--- config.mk ---
export PLATFORM = sky130hd
export DESIGN_NAME = shift_in_collector
export DESIGN_NICKNAME = d
export VERILOG_FILES = /design/src/rtl/shift_in_collector.sv
export SDC_FILE = /design/constraint.sdc
export NUM_CORES = 1
export LEC_CHECK = 0
export CORE_MARGIN = 5
export CORE_UTILIZATION = 40
export CTS_BUF_LIST = sky130_fd_sc_hd__clkbuf_4
export DETAILED_ROUTE_END_ITERATION = 12
export PLACE_DENSITY = 0.68
export SLEW_MARGIN = 20
export SYNTH_ARGS = -nofsm -noshare
export SYNTH_HDL_FRONTEND = slang
export SYNTH_SLANG_ARGS = --single-unit
export TNS_END_PERCENT = 30
--- constraint.sdc ---
create_clock -name clk -period 1.6 [get_ports clk]
set_input_delay 0.32 -clock clk [delete_from_list [all_inputs] [get_ports clk]]
set_output_delay 0.32 -clock clk [all_outputs]
set_load 0.03 [all_outputs]
--- src/rtl/shift_in_collector.sv ---
// Serial-to-parallel collector: assembles LSB-first bits into a byte with a running ones count.
// Optional even-parity check of a 9th bit per frame is enabled with `define SHIFT_IN_PARITY_CHK_EN.
module shift_in_collector (
  input  logic       clk,
  input  logic       rst_n,
  input  logic       bit_in,
  input  logic       bit_valid,
  output logic       bit_ready,
  input  logic       abort,
  output logic [7:0] word_out,
  output logic [3:0] ones_count,
  output logic       word_valid,
  input  logic       word_ready,
  output logic       parity_err
);

`ifdef SHIFT_IN_PARITY_CHK_EN
  typedef enum logic [1:0] {
    ST_IDLE   = 2'd0,
    ST_SHIFT  = 2'd1,
    ST_HOLD   = 2'd2,
    ST_PARITY = 2'd3
  } state_t;
`else
  typedef enum logic [1:0] {
    ST_IDLE  = 2'd0,
    ST_SHIFT = 2'd1,
    ST_HOLD  = 2'd2
  } state_t;
`endif

  state_t     state;
  state_t     state_next;
  logic [7:0] shift_reg;
  logic [2:0] bit_cnt;
  logic [3:0] ones_reg;
  logic       accept;
  logic       clear;
  logic       shift_en;

  // NOTE: every output of this block gets a default first, so no path can infer a latch.
  always_comb begin
    state_next = state;
    clear      = 1'b0;
    bit_ready  = (state != ST_HOLD);
    word_valid = (state == ST_HOLD);
    accept     = bit_valid && bit_ready;
    shift_en   = accept && !abort && ((state == ST_IDLE) || (state == ST_SHIFT));

    case (state)
      ST_IDLE: begin
        if (accept) state_next = ST_SHIFT;
      end
      ST_SHIFT: begin
        if (accept && (bit_cnt == 3'd7)) begin
`ifdef SHIFT_IN_PARITY_CHK_EN
          state_next = ST_PARITY;
`else
          state_next = ST_HOLD;
`endif
        end
      end
`ifdef SHIFT_IN_PARITY_CHK_EN
      ST_PARITY: begin
        if (accept) state_next = ST_HOLD;
      end
`endif
      ST_HOLD: begin
        if (word_ready) begin
          state_next = ST_IDLE;
          clear      = 1'b1;
        end
      end
      default: begin
        state_next = ST_IDLE;
        clear      = 1'b1;
      end
    endcase

    // Abort wins over any bit acceptance or word handshake in the same cycle.
    if (abort) begin
      state_next = ST_IDLE;
      clear      = 1'b1;
    end
  end

  // NOTE: sequential state uses non-blocking assignments so all registers update from pre-edge values.
  always_ff @(posedge clk or negedge rst_n) begin
    if (!rst_n) state <= ST_IDLE;
    else        state <= state_next;
  end

  always_ff @(posedge clk or negedge rst_n) begin
    if (!rst_n) begin
      shift_reg <= 8'h00;
      bit_cnt   <= 3'd0;
      ones_reg  <= 4'd0;
    end else if (clear) begin
      shift_reg <= 8'h00;
      bit_cnt   <= 3'd0;
      ones_reg  <= 4'd0;
    end else if (shift_en) begin
      shift_reg <= {bit_in, shift_reg[7:1]};
      bit_cnt   <= bit_cnt + 3'd1;
      ones_reg  <= ones_reg + {3'b000, bit_in};
    end
  end

`ifdef SHIFT_IN_PARITY_CHK_EN
  logic parity_reg;

  always_ff @(posedge clk or negedge rst_n) begin
    if (!rst_n) begin
      parity_reg <= 1'b0;
    end else if (clear) begin
      parity_reg <= 1'b0;
    end else if (accept && !abort && (state == ST_PARITY)) begin
      parity_reg <= (^shift_reg) ^ bit_in;
    end
  end

  assign parity_err = parity_reg;
`else
  assign parity_err = 1'b0;
`endif

  assign word_out   = shift_reg;
  assign ones_count = ones_reg;

endmodule
==> flow_summary.yaml, run 1 <==
outcome:
  status: "complete, no violations"
worst_hold_path:
  min_path_type: "in -> async"
final_layout:
  seqCellArea_sq_um: 425
  nets: 94
  multi_input_area_sq_um: 314
  antenna_cells: 0
  n_fill_cell: 163
  drive_above_1_share_pct: 20.5
  syn2layout_area_growth_pct: 33.7
  design_area_sq_um: 1020
  instances_no_fill: 108
global_routing:
  grt_use_met3_pct: 4.71
  grt_use_met2_pct: 16.7
  use_met1_pct: 16.6
  grt_pass1_wl_mm: 2.51
  grt-busiest-layer: "met2"
  grt_remaining_overflow: 0
  antenna_found_initial: 0
  grt_usage_pct: 11.9
  grt_max_degree: 18
  grt_pass1_vias: 565
synthesis:
  synth_top_cell_by_area: "dfrtp_1"
  synthDistinctLibCells: 23
  ys_ff_latch: 17
  yosysMostFrequentCell: "dfrtp_1"
  synth.avg_cell_area_sq_um: 13.3
  synth.net_count: 67
  synthFlopType: "dfrtp_1"
  yosysSeqAreaShare_pct: 55.9
  synth_edf_count: 0
  synth_cells: 57
  synth.area.top_cells: "dfrtp_1 56%, a22o_1 14%, ha_1 6.6%, nand2b_1 2.5%, nor3b_4 2.5%"
  syn_area_sq_um: 761
  yosysWarningCount: 0
  async_flop_share_pct: 100
  synth_common_cells: "17 x dfrtp_1, 12 x a22o_1, 4 x ha_1, 3 x nand2b_1"
  synth_top_area_share_pct: 55.9
drt:
  ant_nets: 0
  dr.pass1.iters: 4
  wl_mm: 1.45
  routedWlPerCell_um: 13.4
  viasPerCell: 5.13
  drt-initial-drc-count: 11
  drc: 0
  num_vias: 554
sta:
  skew_ns: 0.00650
  final-setup-viol-count: 0
  layout_min_cycle_time_ns: 1.45
  post-route-period-util_pct: 90.8
  drv_slew: 0
  fmax_ghz: 0.689
  rsz0062_at_grt: "false"
  setup-tns-final_ns: 0
  hold_viol_final: 0
placement:
  dp.cells: 104
  dpl_cell_area_sq_um: 1000
  gp_congestion: 0.734
  port-buffer-count: 19
setup_path:
  crit_chain: "nand2b_1, inv_1, buf_4"
  critPathLaunchType: "flip-flop"
  crit_fanout: 5
  crit_buf_inv: 2
  critPathRequiredTime_ns: 1.28
  cp_slowest_cell: "dfrtp_1"
  critical_path_class: "reg -> out"
  cp_slowest_stage_delay_ns: 0.44
  crit_path_end_kind: "output port"
  worst_ep_arrival_time_ns: 1.13
  path_delay_family: "flip-flops"
die:
  pin_count: 21
  fp-row-count: 15
  die_area_sq_um: 2870
  die_h_um: 53.6
  core-area_sq_um: 1760
  fp.dieW_um: 53.6
  initial_core_util_pct: 43.1
clock_tree:
  cts.sinks: 17
  cts_root_buf: "clkbuf_4"
  clockBufferDepth: 2
  cts-htree-levels: 1
  cts_buffers: 3
  postCtsSetupBuffers: 0
  cts_tree: "done"
  clock_latency_ns: 0.29
  clk_pin_slew_ns: 0.10
  cts_hold_buf: 0
power:
  leakagePower_nw: 0.536
  power.density_nw_per_um2: 802
  ir_drop_uv: 494
job:
  cap_viol_max_count: 0
worst reg2reg max path, cell delays in order (launching register included):
cell and delay, ns:
dfrtp_1 0.44, o21a_1 0.23, nor3_4 0.44, mux2_2 0.24
registers in the layout, summed over array words and instances (netlist names):
| register | count |
|---|---|
| word_out | 8 |
| ones_count | 4 |
| bit_cnt | 3 |
| state | 2 |
report_power, final:
| part | switching [mW] | internal (mW) |
|---|---|---|
| logic | 0.0624 | 0.0510 |
| registers | 0.0131 | 0.446 |
| clock network | 0.130 | 0.114 |
per-layer routing:
| layer | vias to the layer above | share of wire [%] |
|---|---|---|
| li1 | 263 | - |
| met1 | 264 | 47 |
| met2 | 22 | 44 |
| met3 | 5 | 8.0 |
| met4 | 0 | 1.1 |
| met5 | - | 0 |
kinds of logic (layout without fill, tap and decap cells):
family / Yosys count / count (layout) / synth area share, %
simple gates: 11 / 11 / 11.5
flops: 17 / 17 / 55.9
buf+inv: 4 / 30 / 3.62
fa+ha+maj: 4 / 4 / 6.58
xor+xnor: 2 / 2 / 2.30
mux: 1 / 1 / 1.48
other cells: 1 / 1 / 0.493
compound gates: 17 / 17 / 18.1
placed cells by master, fill, tap and decap left out, types with 2 or more instances in the layout:
master / instances
clkbuf_4: 4
a22o_1: 12
clkdlybuf4s50_1: 5
nand2b_1: 3
dlygate4sd2_1: 12
dfrtp_1: 17
ha_1: 4
nor2_1: 2
xnor2_1: 2
buf_4: 7
worst paths after layout:
path,from,to,slack [ns],cells past startpoint
max,state[0],word_valid,0.15,3
min,rst_n,bit_cnt[2],0.35,2
max reg2reg,state[0],bit_cnt[0],0.19,3
min reg2reg,word_out[0],word_out[0],0.50,1
max in group asynchronous,rst_n,ones_count[3],1.05,2
min in group clk,word_out[0],word_out[0],0.50,1
stage by stage:
stage | power, mW | setup WS [ns] | hold WS [ns] | utilization (%)
detailed placement | 0.586 | -0.305 | 0.489 | 56.7
finish | 0.816 | 0.148 | 0.355 | 57.7
CTS | 0.822 | 0.0137 | 0.369 | 57.9
global route | 0.861 | 0.0798 | 0.366 | 57.7
floorplan | 0.530 | 0.203 | 0.0244 | -
global placement | 0.584 | -0.308 | 0.488 | 56.7
what timing repair did:
item                                    4_1_cts  5_1_grt
gates resized for setup                      14        2
endpoints found under the setup margin       14        1
gates cloned                                  0        0
hold endpoints to repair                      0        0
pin swaps                                     0        0
cell type report:
type	instances	area share, %
multi-input cells	36	30.9
inverters	1	0.369
repair buffers	25	20.9
clock buffers	4	2.95
flip-flops and latches	17	41.8
well taps	25	3.08
Note: power is estimated with default switching activity, not from simulation.
==> run 2: changes to the inputs <==
CORE_UTILIZATION = 45   (was 40)
PLACE_DENSITY = 0.76   (was 0.68)
==> run 2 against run 1 <==
Net effect:
- combinational power is essentially flat
- maximum frequency rose by 0.30%
- worst hold slack worse by 0.012 ns
- critical path type unchanged
- largest cell class unchanged
- highest routed layer unchanged
==> flow_summary.yaml, run 2 (synthesis results as in run 1) <==
drt:
  routedWlPerCell_um: 15.0
  viasPerCell: 5.72
  drt-initial-drc-count: 11
  drc: 0
  ant_nets: 0
  num_vias: 566
  wl_mm: 1.48
  dr.pass1.iters: 4
setup_path:
  critPathLaunchType: "flip-flop"
  r2r_end: "bit_cnt[0]"
  critPathRequiredTime_ns: 1.28
  reg2reg_slack_ns: 0.20
  reg2reg_depth: 3
  crit_fanout: 5
  critical_path_class: "reg -> out"
  worst_ep_arrival_time_ns: 1.13
  crit_path_end_kind: "output port"
  r2r_start: "state[0]"
die:
  fp.dieW_um: 51.1
  fp-row-count: 14
  die_area_sq_um: 2610
  die_h_um: 51.1
  initial_core_util_pct: 48.8
  core-area_sq_um: 1560
  pin_count: 21
final_layout:
  layout_common_cells: "17 x dfrtp_1, 12 x a22o_1, 12 x dlygate4sd2_1, 7 x buf_4, 5 x clkdlybuf4s50_1"
  drive_above_1_share_pct: 20.5
  nets: 94
  largest_register_ffs: 8
  antenna_cells: 0
  final_common_cell: "dfrtp_1"
  syn2layout_area_growth_pct: 31.9
  instances_no_fill: 99
  design_area_sq_um: 1000
placement:
  port-buffer-count: 19
  dp_hpwl_um: 966
  dp.cells: 95
  dpl_cell_area_sq_um: 990
  gp_congestion: 0.722
  place_ws_ns: -0.346
sta:
  relSlewSlack_pct: 66.6
  hold_viol_final: 0
  worst_slew_pin_slew_ns: 0.499
  drv_slew: 0
  fin_ws_ns: 0.152
  final-setup-viol-count: 0
  fmax_ghz: 0.691
  skew_ns: 0.00152
  post-route-period-util_pct: 90.5
  layout_min_cycle_time_ns: 1.45
  hold_slack_ns: 0.343
  rsz0062_at_grt: "false"
global_routing:
  grt_pass1_wl_mm: 2.51
  antenna_found_initial: 0
  grt_usage_pct: 12.8
  grt_max_degree: 18
  grt_remaining_overflow: 0
  grt_pass1_vias: 576
clock_tree:
  clock_latency_ns: 0.29
  cts_buffers: 3
  clk_pin_slew_ns: 0.10
  cts-htree-levels: 1
  clockBufferDepth: 2
  cts_root_buf: "clkbuf_4"
  cts.sinks: 17
  cts_tree: "done"
outcome:
  status: "complete, no violations"
power:
  ir_drop_uv: 603
  leakagePower_nw: 0.536
  power.total_mw: 0.802
  power.density_nw_per_um2: 799
worst_hold_path:
  min_path_type: "in -> async"
job:
  cap_viol_max_count: 0
-- run 2: changes by cell type in the layout (fill, tap and decap cells not counted), sizes merged --
cell	before	now
clkbuf	5	4
clkinv	0	1
-- run 2: cell type report --
type,instances,area [sq um]
Fill cell,126,556
Clock inverter,1,5.00
Multi-Input combinational cell,36,314
Timing Repair Buffer,25,213
Sequential cell,17,425
Clock buffer,3,22.5
Inverter,1,3.75
Tap cell,16,20.0
-- run 2: how the worst max path moves through the flow --
stage / startpoint / endpoint / cells after the start
global placement: word_ready / bit_cnt[0] / 4
CTS: state[0] / bit_ready / 2
global route: state[0] / word_valid / 3
detailed placement: word_ready / bit_cnt[0] / 4
finish: state[0] / word_valid / 3
floorplan: ones_count[0] / ones_count[2] / 5
-- run 2: where the power goes --
group / internal (mW) / leakage [nW] / total, mW / switching (mW)
Clock: 0.0932 / 0.0177 / 0.229 / 0.136
Sequential: 0.446 / 0.232 / 0.459 / 0.0132
Combinational: 0.0511 / 0.286 / 0.114 / 0.0626
Total: 0.590 / 0.536 / 0.802 / 0.212
-- run 2: timing repair --
item	CTS	global route
resized for setup	14	2
setup buffers	0	0
hold buffers	0	0
cloned	0	0
setup endpoints to repair	14	1
-- run 2: worst max-delay path, stage by stage, from the launching register on --
cell      delay [ns]
dfrtp_1         0.43
nand2b_1        0.17
inv_1           0.08
buf_4           0.16
-- run 2: per-layer routing --
metal  GRT usage, %  wire length (um)  vias to the layer above
met1           15.8               722                      281
met5              0                 0                        -
met4           6.73                31                        0
met3           3.49                89                        3
li1               -                 -                      263
met2           20.6               639                       19
-- run 2: through the flow --
stage,setup TNS [ns],util (%)
final,0,64.4
after global routing,0,64.4
after CTS,0,64.6
after detailed placement,-3.93,63.5
after global placement,-3.71,63.5
after floorplan,0,-
